### src/rtl/instr_fetch_unit.sv
// Fetch stage: owns the PC, issues single-word reads to the instruction RAM,
// registers each returned word and hands it to decode over valid/ready.
// Handles branch redirect, halt-word / address-limit halt and a fetch counter.
module instr_fetch_unit #(
  parameter int unsigned          ADDR_W    = 16,
  parameter int unsigned          DATA_W    = 32,
  parameter logic [ADDR_W-1:0]    RESET_PC  = '0,
  parameter logic [ADDR_W-1:0]    PC_LIMIT  = ADDR_W'(16),
  parameter logic [DATA_W-1:0]    HALT_WORD = '1
) (
  input  logic              Clk,
  input  logic              Reset,
  input  logic              Start,
  input  logic              Branch_taken,
  input  logic [ADDR_W-1:0] Branch_target,
  output logic              Enable_i,
  output logic              RW_ram_i,
  output logic [ADDR_W-1:0] Address_in_i,
  input  logic [DATA_W-1:0] Out_i,
  output logic [DATA_W-1:0] Instruction,
  output logic [ADDR_W-1:0] Instr_pc,
  output logic              Instr_valid,
  input  logic              Instr_ready,
  output logic              Halted,
  output logic [15:0]       Fetch_count
);

  typedef enum logic [2:0] {
    S_IDLE,
    S_FETCH,
    S_CAPTURE,
    S_ISSUE,
    S_HALT
  } state_t;

  state_t            state_q, state_d;
  logic [ADDR_W-1:0] pc_q, pc_d;
  logic [ADDR_W-1:0] addr_q, addr_d;
  logic [DATA_W-1:0] instr_q, instr_d;
  logic [ADDR_W-1:0] ipc_q, ipc_d;
  logic              valid_q, valid_d;
  logic [15:0]       count_q, count_d;

  // State and datapath registers; async active-low reset drops any in-flight fetch.
  always_ff @(posedge Clk or negedge Reset) begin
    if (!Reset) begin
      state_q <= S_IDLE;
      pc_q    <= RESET_PC;
      addr_q  <= '0;
      instr_q <= '0;
      ipc_q   <= '0;
      valid_q <= 1'b0;
      count_q <= '0;
    end else begin
      state_q <= state_d;
      pc_q    <= pc_d;
      addr_q  <= addr_d;
      instr_q <= instr_d;
      ipc_q   <= ipc_d;
      valid_q <= valid_d;
      count_q <= count_d;
    end
  end

  // Next-state logic: a branch is applied last so it overrides the normal
  // progression, while a same-cycle ISSUE transfer is still counted first.
  always_comb begin
    state_d = state_q;
    pc_d    = pc_q;
    instr_d = instr_q;
    ipc_d   = ipc_q;
    valid_d = valid_q;
    count_d = count_q;

    case (state_q)
      S_IDLE, S_HALT: begin
        if (Start) begin
          state_d = S_FETCH;
          pc_d    = RESET_PC;
          count_d = '0;
        end
      end
      S_FETCH: begin
        state_d = S_CAPTURE;
      end
      S_CAPTURE: begin
        if (Out_i == HALT_WORD) begin
          state_d = S_HALT;
        end else begin
          instr_d = Out_i;
          ipc_d   = pc_q;
          valid_d = 1'b1;
          pc_d    = pc_q + 1'b1;
          state_d = S_ISSUE;
        end
      end
      S_ISSUE: begin
        if (valid_q && Instr_ready) begin
          valid_d = 1'b0;
          if (count_q != 16'hFFFF) begin
            count_d = count_q + 16'd1;
          end
          state_d = (pc_q >= PC_LIMIT) ? S_HALT : S_FETCH;
        end
      end
      default: begin
        state_d = S_IDLE;
      end
    endcase

    if (Branch_taken &&
        (state_q == S_FETCH || state_q == S_CAPTURE || state_q == S_ISSUE)) begin
      pc_d    = Branch_target;
      valid_d = 1'b0;
      state_d = (Branch_target < PC_LIMIT) ? S_FETCH : S_HALT;
    end
  end

  // The RAM address is registered on entry to FETCH so it is stable for the request.
  always_comb begin
    addr_d = addr_q;
    if (state_d == S_FETCH) begin
      addr_d = pc_d;
    end
  end

  assign Enable_i     = (state_q == S_FETCH);
  assign RW_ram_i     = 1'b1;
  assign Address_in_i = addr_q;
  assign Instruction  = instr_q;
  assign Instr_pc     = ipc_q;
  assign Instr_valid  = valid_q;
  assign Halted       = (state_q == S_HALT);
  assign Fetch_count  = count_q;

endmodule
### config.mk
export PLATFORM = sky130hd
export DESIGN_NAME = instr_fetch_unit
export DESIGN_NICKNAME = d
export VERILOG_FILES = /design/src/rtl/instr_fetch_unit.sv
export SDC_FILE = /design/constraint.sdc
export NUM_CORES = 1
export LEC_CHECK = 0
export CORE_MARGIN = 2
export CORE_UTILIZATION = 40
export DETAILED_ROUTE_END_ITERATION = 8
export PLACE_DENSITY = 0.71
export SYNTH_ARGS = -nofsm -noshare
export SYNTH_HDL_FRONTEND = slang
export SYNTH_SLANG_ARGS = --single-unit
### constraint.sdc
create_clock -name Clk -period 3.45 [get_ports Clk]
set_input_delay 0.5175 -clock Clk [delete_from_list [all_inputs] [get_ports Clk]]
set_output_delay 0.5175 -clock Clk [all_outputs]
set_load 0.02 [all_outputs]
# Word-level counts from Yosys, hierarchy flattened
# Cells that the tools add are included.
# word_totals
register_bits	100
latchBits	0
ram_bits	0
mem_bits_ro	0
input_bits	53
output_inout_bits	84
mem_count	0
# classes
addsub	2
mul	0
n_div	0
magnitude_cmp	2
eq_ne	12
shift	0
n_mux	19
bitwise_logic	1
reduce_logical	11
# op_table
operator	n
$mux W16	6
$pmux W16 S2	2
$add A16 B1 Y16 const B	2
$eq A32 B32 Y1 const B	1
$mux W3	6
$ge A16 B5 Y1 const B	1
$lt A16 B5 Y1 const B	1
$ne A16 B16 Y1 const B	1
$pmux W3 S4	1
$eq A3 B1 Y1 const B	2
$eq A3 B2 Y1 const B	2
$ne A2 B2 Y1 const B	3
$ne A3 B2 Y1 const B	2
$reduce_and A4 Y1	1
$eq A3 B3 Y1 const B	1
$logic_not A3 Y1	1
$mux W1	3
$reduce_and A3 Y1	1
$reduce_bool A3 Y1	1
$logic_and A1 B1 Y1	2
$logic_or A1 B1 Y1	2
$pmux W1 S2	1
$reduce_and A2 Y1	1
$reduce_bool A2 Y1	1
other kinds (2)	2

# Logic depth before layout (Yosys ltp)
# logic_depth
depth_word	6
depth_mapped	10
depth_no_buf	7

# Worst setup path before layout
# OpenSTA, ideal clock, no wires.
# synth_timing
kind	input -> register
from	input port Out_i[25]
to	register addr_q[0] (netlist: Address_in_i[0])
setup_ns	0.125
arrival_ns	1.917
required_ns	3.325
slack_ns	1.408
cell_stages	7
n_path_buf	1
cell_sequence	nand4_1 > nor4_4 > a21oi_4 > o22a_1 > nor2b_4 > buf_6 > mux2_4
# synth_via
elab_chain_len	5
word_cells_on_any_way	8
cone_classes	eq/ne: 2; mux: 6
# synth_lines
element	line_no	rtl
start, declared	19	input logic [DATA_W-1:0] Out_i,
$eq A32 B32 Y1	87	if (Out_i == HALT_WORD) begin
$mux W3	87	
$pmux W3 S4	75	case (state_q)
$mux W3	111	if (Branch_taken &&
named net state_d[0]	36	state_t state_q, state_d;
$eq A3 B1 Y1	122	if (state_d == S_FETCH) begin
end signal, assigned	57	addr_q <= addr_d;
end, declared	38	logic [ADDR_W-1:0] addr_q, addr_d;
# The timed path passes the listed nets, and every way through them passes these cells.
# A chain may end at the register's enable or synchronous reset.

# Worst setup path in the final report
# layout_timing
from	input port Out_i[25]
to	register addr_q[2] (netlist: Address_in_i[2])
# Same word-level chain as after synthesis.

==> results.yml <==
status:
  status: "finished clean"
die:
  design.core.area_sq_um: 11370
  initial_core_util_pct: 40.65
  io-pin-count: 137
  row_count: 39
  dieHeight_um: 111.5
  die_area_sq_um: 12430
  die_x_um: 111.5
sta:
  fin_hold_ws_ns: 0.3583
  fmax_mhz: 398.3
  timing.final.crit_share_pct: 72.76
  tightest_slew_ns: 1.132
  tns_ns: 0
  slew_viol_final: 0
  finClkSkew_ns: 0.006690
  post-route-min-period_ns: 2.510
  setup_viol: 0
  slew_headroom_pct: 24.56
  hold_violations: 0
  grt_setup_unrepaired: "no"
placed_design:
  dpl_cell_area_sq_um: 6075
  dpl.hpwl_mm: 8.402
  portBuffers: 135
  gp_congestion: 0.8399
cts:
  cts_resized: 0
  cts_tree: "done"
  clock_latency_ns: 0.34
  cts-root-buf: "clkbuf_16"
  cts.htree.levels: 3
  path_clk_slew_ns: 0.06
  ctsHoldBuffers: 0
  cts_max_path_buffers: 2
  cts.sinks: 100
  cts-buffers-inserted: 9
  postCtsSetupRepairBufs: 0
yosys:
  async_flop_share_pct: 100.0
  yosys_warnings: 0
  synth_flop_cell: "dfrtp_1"
  synth_top_area_cell: "dfrtp_1"
  synth_cell_type_count: 55
  avgSynthCellArea_sq_um: 9.337
  ys_seq_area_share_pct: 54.14
  post-synth-top-area-fraction_pct: 54.14
  synth_nets: 551
  syn_area_sq_um: 4622
  yosys.cell_count.top_type: "nand2_1"
  ys_top_cells_by_area: "dfrtp_1, nand2_1, nor2_1"
  syn-instance-count: 495
  synth-edff-count: 0
  ys_seq_elements: 100
  synth_common_cells: "nand2_1, dfrtp_1, nor2_1"
setup_path:
  worst_setup_path_end_kind: "flop"
  crit_fanout: 16
  cp.required_ns: 3.67
  rrSetupSlack_ns: 1.05
  r2r-start: "state_q[1]$_DFF_PN0_"
  r2r_end: "pc_q[7]$_DFF_PN0_"
  path_class: "input pin to flop"
  crit_arrival_ns: 2.73
  rr_worst_depth: 6
  crit_path_start_kind: "input pin"
power:
  power_w: 0.004972
  cellPowerDensity_nw_per_um2: 783.6
  p_leak_nw: 2.869
  ir_drop_v: 0.0004986
finish:
  post-route-util_pct: 55.81
  final_nets: 679
  fill_cells: 1062
  seq_area_sq_um: 2502
  multi_input_area_sq_um: 1969
  layout-drive-gt1-share_pct: 6.051
  antenna_cells: 0
  area_delta_synth_final_pct: 37.28
  postLayoutCellArea_sq_um: 6345
job:
  maxCapViolCount: 0
detailed_routing:
  dr.first_iter.drc_count: 226
  wirelength_mm: 11.55
  vias: 3963
  avgRoutedWirePerCell_um: 14.98
  dr.pass1.iters: 5
  viasPerCell: 5.140
  postRouteAntennaNets: 0
  drc: 0
grt:
  grt_pass1_vias: 3919
  grt_use_total_pct: 19.08
  grt_pass1_wl_mm: 19.46
  overflow: 0
  grt_max_degree: 92
  antenna_found_initial: 0
hold_path:
  min_path_type: "input pin to asynchronous set/reset pin"
state kept, by name (all words and copies together) (netlist names):
name          cells
Instruction      32
Address_in_i     16
pc_q             16
Instr_valid       1
Fetch_count      16
Instr_pc         16
state_q           3
cell type report:
class | instances | share of cell area, %
clock inverter | 6 | 0.6508
timing repair buffer | 142 | 22.09
sequential | 100 | 39.44
clock buffer | 10 | 3.609
inverter | 6 | 0.3550
tap | 143 | 2.820
multi-input combinational | 364 | 31.04
metal layers:
layer	part of all wire (%)	global-route usage, %
met2	47	30.73
met3	6.4	5.280
met1	46	26.18
met4	0.70	3.868
met5	0	0
per-stage QoR:
stage	setup WS, ns	std cells
after floorplan	1.408	495
after global placement	0.6146	755
after detailed placement	0.5655	755
after CTS	0.9213	771
after global routing	0.8351	771
final	0.9396	771
worst max path at each step:
| stage | from | end | depth (start not counted) |
|---|---|---|---|
| 4_1_cts | Out_i[25] | Address_in_i[2]$_DFFE_PN0N_ | 7 |
| 5_1_grt | Out_i[24] | Address_in_i[1]$_DFFE_PN0N_ | 7 |
| 6_report | Out_i[25] | Address_in_i[2]$_DFFE_PN0N_ | 7 |
| 3_5_place_dp | Out_i[25] | Address_in_i[0]$_DFFE_PN0N_ | 7 |
| 2_1_floorplan | Out_i[25] | Address_in_i[0]$_DFFE_PN0N_ | 7 |
| 3_3_place_gp | Out_i[25] | Address_in_i[1]$_DFFE_PN0N_ | 7 |
cell families (layout without fill, tap and decap cells):
group	count (synthesis)	in the layout	share of synthesized area, %
DFF	100	100	54.14
AOI/OAI and AO/OA	47	47	7.039
buffers and inverters	31	164	3.275
muxes	10	10	2.761
xor gates and xnor gates	14	14	2.653
and+or+nand+nor	289	289	29.24
adders and majority gates	3	3	0.8122
other	1	1	0.08113
critical path, stage by stage:
cell and delay, ns:
clkdlybuf4s50_1 0.49, nand4_1 0.15, nor4_4 0.45, a21oi_4 0.16, o21a_1 0.25, nor2b_4 0.37, mux2_4 0.34
report_power, final:
| part | switching (W) | internal (W) |
|---|---|---|
| clock network | 0.000425 | 0.000487 |
| registers | 0.000310 | 0.00156 |
| logic | 0.00122 | 0.000965 |
| total | 0.00195 | 0.00302 |
layout by cell type, fill, tap and decap left out, types with 3 or more instances in the layout:
master	instances
or3_1	4
nand3_1	18
nor4_1	6
o211ai_1	4
a31oi_1	7
nor2b_1	14
nor2_1	33
and3_1	9
buf_4	8
o21ai_0	6
and2_1	3
ha_1	3
nor3_1	5
nand2_1	163
mux2_4	4
nand4_1	19
mux2_1	6
clkbuf_16	9
xor2_1	12
clkdlybuf4s50_1	134
a21oi_1	9
clkinvlp_4	3
inv_1	6
dfrtp_1	100
No activity file was read; power rests on OpenSTA's default activity.
